`config.mk`:
```
export PLATFORM = sky130hd
export DESIGN_NAME = loop_sequencer
export DESIGN_NICKNAME = d
export VERILOG_FILES = /design/src/rtl/loop_seq_pkg.sv /design/src/rtl/loop_pc_stack.sv /design/src/rtl/loop_sequencer.sv
export SDC_FILE = /design/constraint.sdc
export NUM_CORES = 1
export LEC_CHECK = 0
export BUFFER_PORTS_ARGS = -buffer_cell sky130_fd_sc_hd__buf_2
export CAP_MARGIN = 20
export CORE_UTILIZATION = 42
export CTS_BUF_LIST = sky130_fd_sc_hd__clkbuf_4
export CTS_CLUSTER_DIAMETER = 150
export DETAILED_ROUTE_END_ITERATION = 10
export PLACE_DENSITY_LB_ADDON = 0.12
export SKIP_LAST_GASP = 1
export SYNTH_ARGS = -nofsm -noshare
export SYNTH_HDL_FRONTEND = slang
export SYNTH_SLANG_ARGS = --single-unit
```
`constraint.sdc`:
```
create_clock -name clk -period 6.3 [get_ports clk]
set_input_delay 1.26 -clock clk [delete_from_list [all_inputs] [get_ports clk]]
set_output_delay 1.26 -clock clk [all_outputs]
set_load 0.05 [all_outputs]
```
`src/rtl/loop_seq_pkg.sv`:
```
// Shared types and default widths for the loop sequencer.
// Frame layout and FSM states used by the top and the PC stack.
package loop_seq_pkg;

  localparam int PC_W     = 10;
  localparam int CNT_W    = 15;
  localparam int BODY_W   = 8;
  localparam int LOG_CNT  = 3;
  localparam int LOOP_CNT = 1 << LOG_CNT;

  typedef enum logic [2:0] {
    S_IDLE,
    S_RUN,
    S_UNWIND,
    S_HALT,
    S_ERR
  } state_e;

  typedef struct packed {
    logic [PC_W-1:0] start_pc;
    logic [PC_W-1:0] end_pc;
  } loop_frame_t;

endpackage

```
`src/rtl/loop_pc_stack.sv`:
```
// LIFO of loop frames; exposes the top entry and the one beneath it.
// Storage is unreset; only the depth counter is cleared.
module loop_pc_stack
  import loop_seq_pkg::*;
#(
  parameter int W   = 2 * PC_W,
  parameter int LOG = LOG_CNT
) (
  input  logic         clk,
  input  logic         reset_n,
  input  logic         clear_i,
  input  logic         push_i,
  input  logic         pop_i,
  input  logic [W-1:0] data_i,
  output logic [W-1:0] top_o,
  output logic [W-1:0] below_o,
  output logic [LOG:0] depth_o,
  output logic         full_o,
  output logic         empty_o
);

  localparam int DEPTH = 1 << LOG;

  logic [W-1:0]   mem_q [DEPTH];
  logic [LOG:0]   depth_q;
  logic [LOG:0]   depth_d;
  logic [LOG-1:0] wr_idx;
  logic [LOG-1:0] top_idx;
  logic [LOG-1:0] below_idx;

  assign wr_idx    = depth_q[LOG-1:0];
  assign top_idx   = wr_idx - LOG'(1);
  assign below_idx = wr_idx - LOG'(2);
  assign full_o    = depth_q == (LOG+1)'(DEPTH);
  assign empty_o   = depth_q == '0;
  assign depth_o   = depth_q;
  assign top_o     = mem_q[top_idx];
  assign below_o   = mem_q[below_idx];

  always_comb begin
    depth_d = depth_q;
    if (clear_i)
      depth_d = '0;
    else if (push_i && !full_o)
      depth_d = depth_q + (LOG+1)'(1);
    else if (pop_i && !empty_o)
      depth_d = depth_q - (LOG+1)'(1);
  end

  always_ff @(posedge clk or negedge reset_n) begin
    if (!reset_n)
      depth_q <= '0;
    else
      depth_q <= depth_d;
  end

  always_ff @(posedge clk) begin
    if (push_i && !full_o && !clear_i)
      mem_q[wr_idx] <= data_i;
  end

endmodule

```
`src/rtl/loop_sequencer.sv`:
```
// Loop-stack initiator: owns the PC, issues instructions and
// drives create/next/finish strobes to the loop unit.
module loop_sequencer
  import loop_seq_pkg::*;
#(
  parameter int PC_BITS      = PC_W,
  parameter int BITS         = CNT_W,
  parameter int BODY_BITS    = BODY_W,
  parameter int LOOP_LOG_CNT = LOG_CNT
) (
  input  logic                 clk,
  input  logic                 reset_n,
  input  logic                 start,
  input  logic [PC_BITS-1:0]   start_pc,
  output logic [PC_BITS-1:0]   fetch_pc,
  input  logic                 inst_valid,
  input  logic                 inst_is_loop,
  input  logic                 inst_is_halt,
  input  logic [BITS-1:0]      inst_loop_count,
  input  logic                 inst_loop_independent,
  input  logic [BODY_BITS-1:0] inst_body_len,
  input  logic                 issue_ready,
  output logic                 issue_valid,
  output logic                 should_increment,
  output logic                 should_create_new_loop,
  output logic [BITS-1:0]      new_loop_iteration_count,
  output logic                 new_loop_is_inner_independent_loop,
  output logic                 did_start_next_loop_iteration,
  output logic                 did_finish_loop,
  input  logic                 loop_done,
  output logic                 busy,
  output logic                 halted,
  output logic                 error
);

  localparam int PCW1 = PC_BITS + 1;

  typedef struct packed {
    logic [PC_BITS-1:0] start_pc;
    logic [PC_BITS-1:0] end_pc;
  } frame_t;

  state_e             state_q, state_d;
  logic [PC_BITS-1:0] pc_q, pc_d;
  logic [PC_BITS-1:0] pc_inc;
  logic [PC_BITS:0]   end_wide;
  frame_t             top, below, push_frame;
  logic [LOOP_LOG_CNT:0] depth;
  logic fire, full, empty, at_end, chain, loop_bad;
  logic push, pop, clear;

  loop_pc_stack #(
    .W   (2 * PC_BITS),
    .LOG (LOOP_LOG_CNT)
  ) u_stack (
    .clk     (clk),
    .reset_n (reset_n),
    .clear_i (clear),
    .push_i  (push),
    .pop_i   (pop),
    .data_i  (push_frame),
    .top_o   (top),
    .below_o (below),
    .depth_o (depth),
    .full_o  (full),
    .empty_o (empty)
  );

  assign fire     = (state_q == S_RUN) & inst_valid & issue_ready;
  assign pc_inc   = pc_q + PC_BITS'(1);
  assign end_wide = PCW1'(pc_q) + PCW1'(inst_body_len);
  assign at_end   = !empty && (pc_q == top.end_pc);
  // Popping the top also closes the frame below when both end here.
  assign chain    = (depth[LOOP_LOG_CNT:1] != '0)
                 && (below.end_pc == top.end_pc);
  assign loop_bad = (inst_loop_count == '0)
                 || (inst_body_len == '0)
                 || full
                 || end_wide[PC_BITS]
                 || (!empty && end_wide[PC_BITS-1:0] > top.end_pc);

  assign push_frame.start_pc = pc_inc;
  assign push_frame.end_pc   = end_wide[PC_BITS-1:0];

  assign fetch_pc = pc_q;
  assign should_increment = fire | (state_q == S_UNWIND);
  assign new_loop_iteration_count = inst_loop_count;
  assign new_loop_is_inner_independent_loop = inst_loop_independent;
  assign busy   = (state_q == S_RUN) | (state_q == S_UNWIND);
  assign halted = (state_q == S_HALT) | (state_q == S_ERR);
  assign error  = state_q == S_ERR;

  always_comb begin
    state_d = state_q;
    pc_d    = pc_q;
    push    = 1'b0;
    pop     = 1'b0;
    clear   = 1'b0;
    issue_valid = 1'b0;
    should_create_new_loop = 1'b0;
    did_start_next_loop_iteration = 1'b0;
    did_finish_loop = 1'b0;
    unique case (state_q)
      S_IDLE, S_HALT, S_ERR: begin
        if (start) begin
          state_d = S_RUN;
          pc_d    = start_pc;
          clear   = 1'b1;
        end
      end
      S_RUN: begin
        if (fire) begin
          if (inst_is_halt) begin
            state_d = empty ? S_HALT : S_ERR;
          end else if (inst_is_loop) begin
            issue_valid = 1'b1;
            if (loop_bad) begin
              state_d = S_ERR;
            end else begin
              push = 1'b1;
              should_create_new_loop = 1'b1;
              pc_d = pc_inc;
            end
          end else if (at_end) begin
            issue_valid = 1'b1;
            if (loop_done) begin
              did_finish_loop = 1'b1;
              pop = 1'b1;
              if (chain) state_d = S_UNWIND;
              else       pc_d = pc_inc;
            end else begin
              did_start_next_loop_iteration = 1'b1;
              pc_d = top.start_pc;
            end
          end else begin
            issue_valid = 1'b1;
            pc_d = pc_inc;
          end
        end
      end
      S_UNWIND: begin
        if (loop_done) begin
          did_finish_loop = 1'b1;
          pop = 1'b1;
          if (!chain) begin
            state_d = S_RUN;
            pc_d    = pc_inc;
          end
        end else begin
          did_start_next_loop_iteration = 1'b1;
          pc_d    = top.start_pc;
          state_d = S_RUN;
        end
      end
      default: state_d = S_ERR;
    endcase
  end

  always_ff @(posedge clk or negedge reset_n) begin
    if (!reset_n) begin
      state_q <= S_IDLE;
      pc_q    <= '0;
    end else begin
      state_q <= state_d;
      pc_q    <= pc_d;
    end
  end

endmodule
```
# Yosys cells after proc, flatten, opt, wreduce, memory -nomap -nowiden
# Memories as Yosys holds them, arrays and structs flattened.
# Index checks and enable logic that the tools add are counted.
# totals
register_bits	17
ramBits	160
input_bits	42
out_inout_bits	34
word_cells	103
n_memories	1
# op_classes
n_addsub	6
n_lt_le_gt_ge	1
n_eq_ne	16
mux	48
n_bitwise	5
n_reduce_logical	23
# mem_list
memory	depth	word_bits	read_ports	rd_ports_with_merged_regs	write_ports	line	rtl
u_stack.mem_q	8	20	2	0	1	loop_pc_stack.sv:24	logic [W-1:0] mem_q [DEPTH];
# op_table
op	n
2-to-1 mux 10 bit	8
2-to-1 mux 3 bit	11
case mux 10 bit (3 select lines)	1
2-to-1 mux 1 bit	22
== test 10 bit	2
inequality test 4 bit, second input constant	4
logical NOT 15 bit	1
2-to-1 mux 4 bit	3
adder 10 x 8 -> 11 bit	1
adder 10 x 1 -> 10 bit, second input constant	1
> comparator 10 bit	1
case mux 3 bit (3 select lines)	1
nonzero test 3 bit	3
logical NOT 8 bit	1
AND reduction 7 bit	1
== test 3 x 2 -> 1 bit, second input constant	2
logical AND 1 bit	6
inequality test 2 bit, second input constant	3
inequality test 3 bit, second input constant	2
AND reduction 5 bit	1
adder 4 x 1 -> 4 bit, second input constant	1
== test 4 bit, second input constant	1
logical NOT 4 bit	1
logical OR 1 bit	4
11 further kinds	17

# Depth between registers and ports, before layout
# Gate-level depths: netlist of the first run.
# depth
word_depth	14
mapped_depth	26
depth_no_buf	25

# Modules after synthesis
# From an unflattened synthesis of the first run, not the netlist that was laid out.
# unflattened
cells_unflattened	680
area_unflattened_um2	10298.6
# modules_own_cells
mod	instances	cells_each	area_per_inst_um2	seq_area_each_um2
loop_pc_stack	1	357	7926.4	4904.7
loop_sequencer	1	323	2372.3	325.3

# Worst setup path before layout of the first run
# Ideal clock, no wire load.
# synth_path
path_kind	in2out
from	input port inst_body_len[0]
to	output port should_create_new_loop
arrival_ps	4903
required_ps	5040
path_slack_ps	137
stages	21
path_buffers	1
path_cell_list	ha_1 -> inv_1 -> fa_1 -> nor2b_1 -> o21a_1 -> o21a_1 -> nor2_1 -> nor2_1 -> nand2_1 -> nand2_1 -> a21oi_1 -> xnor2_1 -> ha_1 -> o21ai_0 -> nor2_1 -> o22ai_1 -> o22ai_1 -> or3_1 -> or3_1 -> clkbuf_1 -> inv_1
# synth_between
word_cells_on_any_way	13
cone_classes	1 x add/sub; 1 x order compare; 5 x mux; 6 x reduce/logical
# synth_rtl
item	line	rtl
from (decl)	loop_sequencer.sv:21	input logic [BODY_BITS-1:0] inst_body_len,
adder 10 x 8 -> 11 bit	loop_sequencer.sv:71	assign end_wide = PCW1'(pc_q) + PCW1'(inst_body_len);
net end_wide[8]	loop_sequencer.sv:46	logic [PC_BITS:0] end_wide;
> comparator 10 bit	loop_sequencer.sv:80	|| (!empty && end_wide[PC_BITS-1:0] > top.end_pc);
logical AND 1 bit	loop_sequencer.sv:80	
logical OR 1 bit	loop_sequencer.sv:80	
2-to-1 mux 1 bit	loop_sequencer.sv:117	if (loop_bad) begin
2-to-1 mux 1 bit	loop_sequencer.sv:115	end else if (inst_is_loop) begin
2-to-1 mux 1 bit	loop_sequencer.sv:113	if (inst_is_halt) begin
2-to-1 mux 1 bit	loop_sequencer.sv:112	if (fire) begin
2-to-1 mux 1 bit	loop_sequencer.sv:103	unique case (state_q)
to (decl)	loop_sequencer.sv:25	output logic should_create_new_loop,
# The timed path passes the listed nets, and every way through them passes these cells.

# Worst setup path after layout of the first run
# Same ends and word-level chain as after synthesis.

==> metrics.md, run 1 <==
| Metric | Value |
|---|---|
| Number of remaining DRC errors | 0 |
| Cell depth of the worst setup path | 22 |
| Unrepaired setup endpoints after global routing | no |
| Worst Reg-to-Reg Cells | 25 |
| CTS tree | done |
| Layout fillers | 2024 |
| Core Box Area | 22800 um2 |
| Hold Vio Cnt, Final | 0 |
| Final setup margin | 256 ps |
| Seq cells post-synth | 177 |
| Area occupied by multi-input gates | 4250 um2 |
| Critical Path, Cell by Cell | buf_2 -> ha_1 -> inv_1 -> fa_1 -> nor2b_1 -> o21a_1 -> o21a_1 -> nor2_1 -> nor2_1 -> nand2_1 -> nand2_1 -> a21oi_1 -> xnor2_1 -> ha_1 -> o21ai_1 -> nor2_1 -> o22ai_1 -> o22ai_1 -> or3_1 -> or3_1 -> inv_1 -> buf_6 |
| Tightest Pin Transition | 872 ps |
| Clock transition at path regs | 190 ps |
| Std-Cell Rows | 55 |
| Clock root buffer | clkbuf_4 |
| Place WS | 137 ps |
| Layout cell share with drive strength beyond 1 | 28.3% |
| Fin nets | 860 |
| Total track usage | 23.7% |
| Post-synth EDFFs | 160 |
| Post-synthesis instance total | 711 |
| P_leak | 3.98 nW |
| Vias/cell | 6.05 |
| Most frequent cells in the layout | edfxtp_1 (160), buf_2 (72), mux4_2 (57), mux2i_1 (42), buf_4 (38) |
| Worst hold path class | input pin to async pin |
| Placed inst area | 10700 um2 |
| Run status | finished clean |
| Crit-path leading delay family | simple AND/OR/NAND/NOR gates |
| Ys async rst share | 9.60% |
| Critical path's slowest cell | fa_1 |
| Htree depth | 4 |
| Slew margin rel. | 41.4% |
| Max Slew Vio Count | 0 |
| Clock Path Buffers | 2 |
| Max-cap violations | 0 |
| DP HPWL | 19300 um |
| Drt wl/cell | 24.7 um |
| Nature of the critical path startpoint | input pin |
| Number of global-route vias before repair | 6717 |
| DRT antenna net count | 0 |
| Initial antenna violation count | 1 |
| Top_reg_cell synth | edfxtp_1 |
| Most used cell, CP | nor2_1 |
| Setup-failing EPs final | 0 |
| # IOs | 76 |
| Hold_buf cts | 0 |
| Clock sink total | 177 |
| Syn Nets | 781 |
| Clock skew | 34.2 ps |
| Initial DRC Count | 575 |
| Pin count of the biggest net entering global routing | 48 |
| Bufs and invs on worst path | 4 |
| CP max FO | 3 |
| Wirelength, routed | 27600 um |
| Netlist cell types | 75 |
| Crit path largest cell delay | 390 ps |
| Die Y-Extent | 155 um |
| Worst skew pair latency | 580 ps |
| Post-route cell area | 11100 um2 |
| Num CTS Buffers | 17 |
| Vias | 6766 |
| Tot Pwr | 4.43 mW |
| Die Span X | 155 um |
| DRT Pass-1 Iters | 5 |
| DIE AREA | 24100 um2 |
| Register area | 5230 um2 |
| Post-route setup TNS | 0 ps |
| CP Class | input pin to output port |
| Initial Util | 43.1% |
| Grt ovf | 0 |
| Power Density | 400 nW/um2 |
| Area growth, synth to finish | 12.4% |
| Syn_area_per_cell | 13.9 um2 |
| Final period util | 95.9% |
| Max Freq | 165 MHz |
| Hold slack final | 584 ps |
| YS warnings | 0 |
| Critical Path AT | 4780 ps |
| Final GP Congestion | 0.867 |
| First-pass GRT wire length | 41400 um |
| WP data required | 5040 ps |
| Most common cell after layout, fill and taps aside | edfxtp_1 |
| Min cycle time layout | 6040 ps |
| Seq/Total Area, Yosys | 53.1% |
| Worst setup EP type | output port |
| Highest ir drop seen on vdd | 0.139 mV |
| PortBufs | 73 |
| Post-Syn Area | 9850 um2 |
[layer usage]
metal	share of wire, %	routed length, um	up-vias	GRT usage, %
met5	0	0	-	0
met4	1.8	490	0	7.31
met3	5.6	1550	32	3.96
met2	48	13200	282	38.2
met1	45	12300	3500	32.9
li1	-	-	2952	-
[sequential cells by signal, summed over array words and instances (netlist names)]
| signal | cells |
|---|---|
| u_stack.mem_q | 160 |
| u_stack.depth_o | 4 |
| state_q | 3 |
| fetch_pc | 10 |
[synth_stat cells (all sizes together) (6+ instances only)]
cell	n	area share, %
edfxtp	160	49
mux4	59	14
mux2i	42	4.3
buf	35	2.4
nand2	35	1.3
nor2	30	1.2
xnor2	30	2.7
a21oi	27	1.4
ha	26	3.3
clkbuf	21	0.80
inv	20	0.76
o21ai	20	1.1
nor3	19	0.97
and3	18	1.1
dfrtp	17	4.3
xor2	15	1.4
nor4	13	0.95
nand3	11	0.56
a211oi	7	0.53
o22ai	7	0.44
nor3b	6	0.46
or3	6	0.38
[cells by family after synthesis]
kind of cell    synth area share [%]
flops                           53.1
simple gates                    8.97
compound gates                  7.84
mux                             18.3
buf+inv                         4.01
xor+xnor                        4.08
fa+ha+maj                       3.71
[path summary, 6_finish.rpt]
path	slack, ps	end	start
setup / recovery	260	should_create_new_loop	inst_body_len[0]
hold / removal	580	state_q[0]	reset_n
setup reg to reg	890	u_stack.depth_o[3]	fetch_pc[1]
hold reg to reg	670	state_q[2]	state_q[2]
max in group asynchronous	5340	u_stack.depth_o[0]	reset_n
min in group clk	670	state_q[2]	state_q[2]
[area by class of cell]
| class | instances | area share, % |
|---|---|---|
| multi-input cells | 456 | 38.4 |
| clock buffers | 17 | 1.15 |
| diodes | 2 | 0.0452 |
| clock inverters | 15 | 2.02 |
| well taps | 313 | 3.54 |
| repair buffers | 116 | 6.84 |
| flip-flops and latches | 177 | 47.3 |
| inverters | 22 | 0.746 |
[through the flow]
stage | utilization (%) | instances
final | 48.5 | 1118
after global routing | 48.5 | 1118
after CTS | 48.3 | 1115
after detailed placement | 46.7 | 1083
after global placement | 46.7 | 1083
after floorplan | - | 711
[repair_timing]
action                     CTS  global route
pin swaps                    0             2
setup buffers                0             1
setup endpoints to repair    1             1
gates resized for setup      1             6
[worst register-to-register path: cells and delay by family (launching register included)]
| family | cells | cell delay (ps) |
|---|---|---|
| AND/OR/NAND/NOR | 10 | 1720 |
| AO/OA/AOI/OAI | 9 | 1360 |
| adder cells (fa/ha/maj) | 3 | 1050 |
| flip-flops | 1 | 590 |
| buffers and inverters | 2 | 400 |
| XOR/XNOR | 1 | 220 |
[report_power, final]
| part | internal [mW] | switching (mW) | total, mW |
|---|---|---|---|
| sequential | 1.56 | 0.101 | 1.66 |
| combinational | 0.733 | 1.30 | 2.03 |
| clock | 0.215 | 0.517 | 0.732 |
Note: power is estimated with default switching activity, not from simulation.
==> run 2: changes to the inputs <==
--- a/config.mk
+++ b/config.mk
@@ -8,7 +8,7 @@
 export BUFFER_PORTS_ARGS = -buffer_cell sky130_fd_sc_hd__buf_2
 export CAP_MARGIN = 20
 export CORE_UTILIZATION = 42
-export CTS_BUF_LIST = sky130_fd_sc_hd__clkbuf_4
+export CTS_BUF_LIST = sky130_fd_sc_hd__clkbuf_8
 export CTS_CLUSTER_DIAMETER = 150
 export DETAILED_ROUTE_END_ITERATION = 10
 export PLACE_DENSITY_LB_ADDON = 0.12
==> metrics.md, run 2 (same netlist as run 1, synthesis figures left out) <==
| Metric | Value |
|---|---|
| Tightest Pin Transition | 1050 ps (+174 ps) |
| Crit-path leading delay family | simple AND/OR/NAND/NOR gates |
| First-pass GRT wire length | 41500 um (about the same) |
| WP data required | 5040 ps (about the same) |
| Fin nets | 860 (unchanged) |
| CP max FO | 3 (unchanged) |
| Hold Path Stages | 1 |
| Min cycle time layout | 6070 ps (+30.2 ps) |
| Number of global-route vias before repair | 6726 (+0.13%) |
| Worst setup EP type | output port |
| Crit path largest cell delay | 400 ps (about the same) |
| Vias/cell | 6.06 (about the same) |
| Layout Cells excl Fill | 1116 (-0.18%) |
| Initial DRC Count | 591 (+2.8%) |
| Clock Path Buffers | 2 (unchanged) |
| Area growth, synth to finish | 13.3% |
| DP HPWL | 19300 um (unchanged) |
| Final GP Congestion | 0.867 (unchanged) |
| Max FFs per register | 160 (unchanged) |
| Unrepaired setup endpoints after global routing | yes |
| Hold Crit Start | state_q[2] |
| Layout cell share with drive strength beyond 1 | 28.1% (-0.12 points) |
| Clock transition at path regs | 120 ps (-70 ps) |
| Post-route cell area | 11200 um2 (+0.81%) |
| Most frequent cells in the layout | edfxtp_1 (160), buf_2 (72), mux4_2 (57), mux2i_1 (42), buf_4 (39) |
| N_diodes | 0 (-2) |
| Critical Path AT | 4810 ps (+30 ps) |
| Core Box Area | 22800 um2 (unchanged) |
| Setup-failing EPs final | 0 (unchanged) |
| Initial antenna violation count | 0 (-1) |
| Slew margin rel. | 29.7% (-12 points) |
| Die Y-Extent | 155 um (unchanged) |
| Clock sink total | 177 (unchanged) |
| Std-Cell Rows | 55 (unchanged) |
| Cell depth of the worst setup path | 22 (unchanged) |
| DIE AREA | 24100 um2 (unchanged) |
| CP Class | input pin to output port |
| Wirelength, routed | 27600 um (unchanged) |
| Worst R2R Start | u_stack.depth_o[0] |
| Placed insts | 1083 (unchanged) |
| Biggest register | u_stack.mem_q |
| Final period util | 96.4% (+0.48 points) |
| Critical Path, Cell by Cell | buf_2 -> ha_1 -> inv_1 -> fa_1 -> nor2b_1 -> o21a_1 -> o21a_1 -> nor2_1 -> nor2_1 -> nand2_1 -> nand2_1 -> a21oi_1 -> xnor2_1 -> ha_1 -> o21ai_1 -> nor2_1 -> o22ai_1 -> o22ai_1 -> or3_1 -> or3_1 -> inv_1 -> buf_4 |
| Htree depth | 4 (unchanged) |
| # IOs | 76 (unchanged) |
| Post-route setup TNS | 0 ps (unchanged) |
| P_leak | 4.01 nW (+0.87%) |
| Clock root buffer | clkbuf_8 |
| Initial Util | 43.1% (unchanged) |
| Most used cell, CP | nor2_1 |
| Vias | 6758 (-0.12%) |
| Power Density | 408 nW/um2 (+2.1%) |
| CTS tree | done |
| CP startpoint | inst_body_len[0] |
| Die Span X | 155 um (unchanged) |
| Critical path's slowest cell | or3_1 |
| Tot Pwr | 4.56 mW (+2.9%) |
| DRT Pass-1 Iters | 5 (unchanged) |
| Run status | finished clean |
| Max Slew Vio Count | 0 (unchanged) |
| Total track usage | 23.6% (-0.054 points) |
| Place WS | 137 ps (unchanged) |
| Worst Reg-to-Reg Cells | 19 (-24%) |
| PortBufs | 73 (unchanged) |
| Final setup margin | 225 ps (-30.2 ps) |
| Worst skew pair latency | 470 ps (-110 ps) |
| Placed inst area | 10700 um2 (unchanged) |
| Number of remaining DRC errors | 0 (unchanged) |
| Max-cap violations | 0 (unchanged) |
| Hold_buf cts | 0 (unchanged) |
| DRT antenna net count | 0 (unchanged) |
| Most common cell after layout, fill and taps aside | edfxtp_1 |
| Hold Vio Cnt, Final | 0 (unchanged) |
| Max Freq | 165 MHz (-0.50%) |
| Highest ir drop seen on vdd | 0.166 mV (+19%) |
| Clock skew | 21.5 ps (-12.8 ps) |
| Worst hold path class | flop to flop |
| Drt wl/cell | 24.7 um (+0.18%) |
| Pin count of the biggest net entering global routing | 48 (unchanged) |
| Nature of the critical path startpoint | input pin |
| Bufs and invs on worst path | 4 (unchanged) |
| Grt ovf | 0 (unchanged) |
| Num CTS Buffers | 17 (unchanged) |
run 2: cell types whose count changed in the layout (fill, tap and decap cells not counted):
cell,before,now
xnor2_1,29,30
buf_4,38,39
clkbuf_4,17,0
clkbuf_8,0,17
diode_2,2,0
buf_6,1,0
xnor2_2,1,0
run 2: area by class of cell:
cell class,instances,area (um2)
fill,2018,11700
sequential,177,5230
multi-input combinational,456,4240
timing repair buffer,116,753
tap,313,392
clock buffer,17,234
clock inverter,15,224
inverter,22,82.6
run 2: worst paths after layout:
path	slack, ps	endpoint
max	230	should_create_new_loop
min	670	state_q[2]
max reg2reg	840	u_stack.depth_o[3]
min reg2reg	670	state_q[2]
max in group asynchronous	5200	u_stack.depth_o[0]
min in group asynchronous	730	state_q[0]
run 2: power breakdown:
group	internal, mW	switching, mW
clock network	0.331	0.536
logic	0.732	1.29
registers	1.56	0.102
run 2: layer usage:
metal | up-vias | global-route usage [%] | share of wire [%]
li1 | 2955 | - | -
met1 | 3475 | 33.1 | 44
met2 | 300 | 38.5 | 48
met3 | 28 | 3.34 | 6.5
met4 | 0 | 6.69 | 1.6
met5 | - | 0 | 0
run 2: stage by stage:
stage / utilization [%] / hold WS (ps)
5_1_grt: 48.8 / 681
3_3_place_gp: 46.7 / 618
6_report: 48.8 / 669
4_1_cts: 48.7 / 653
3_5_place_dp: 46.7 / 626
2_1_floorplan: - / 557
run 2: timing repair:
item                                    4_1_cts  5_1_grt
resized for setup                             0        5
endpoints found under the setup margin        0        3
setup buffers                                 0        1
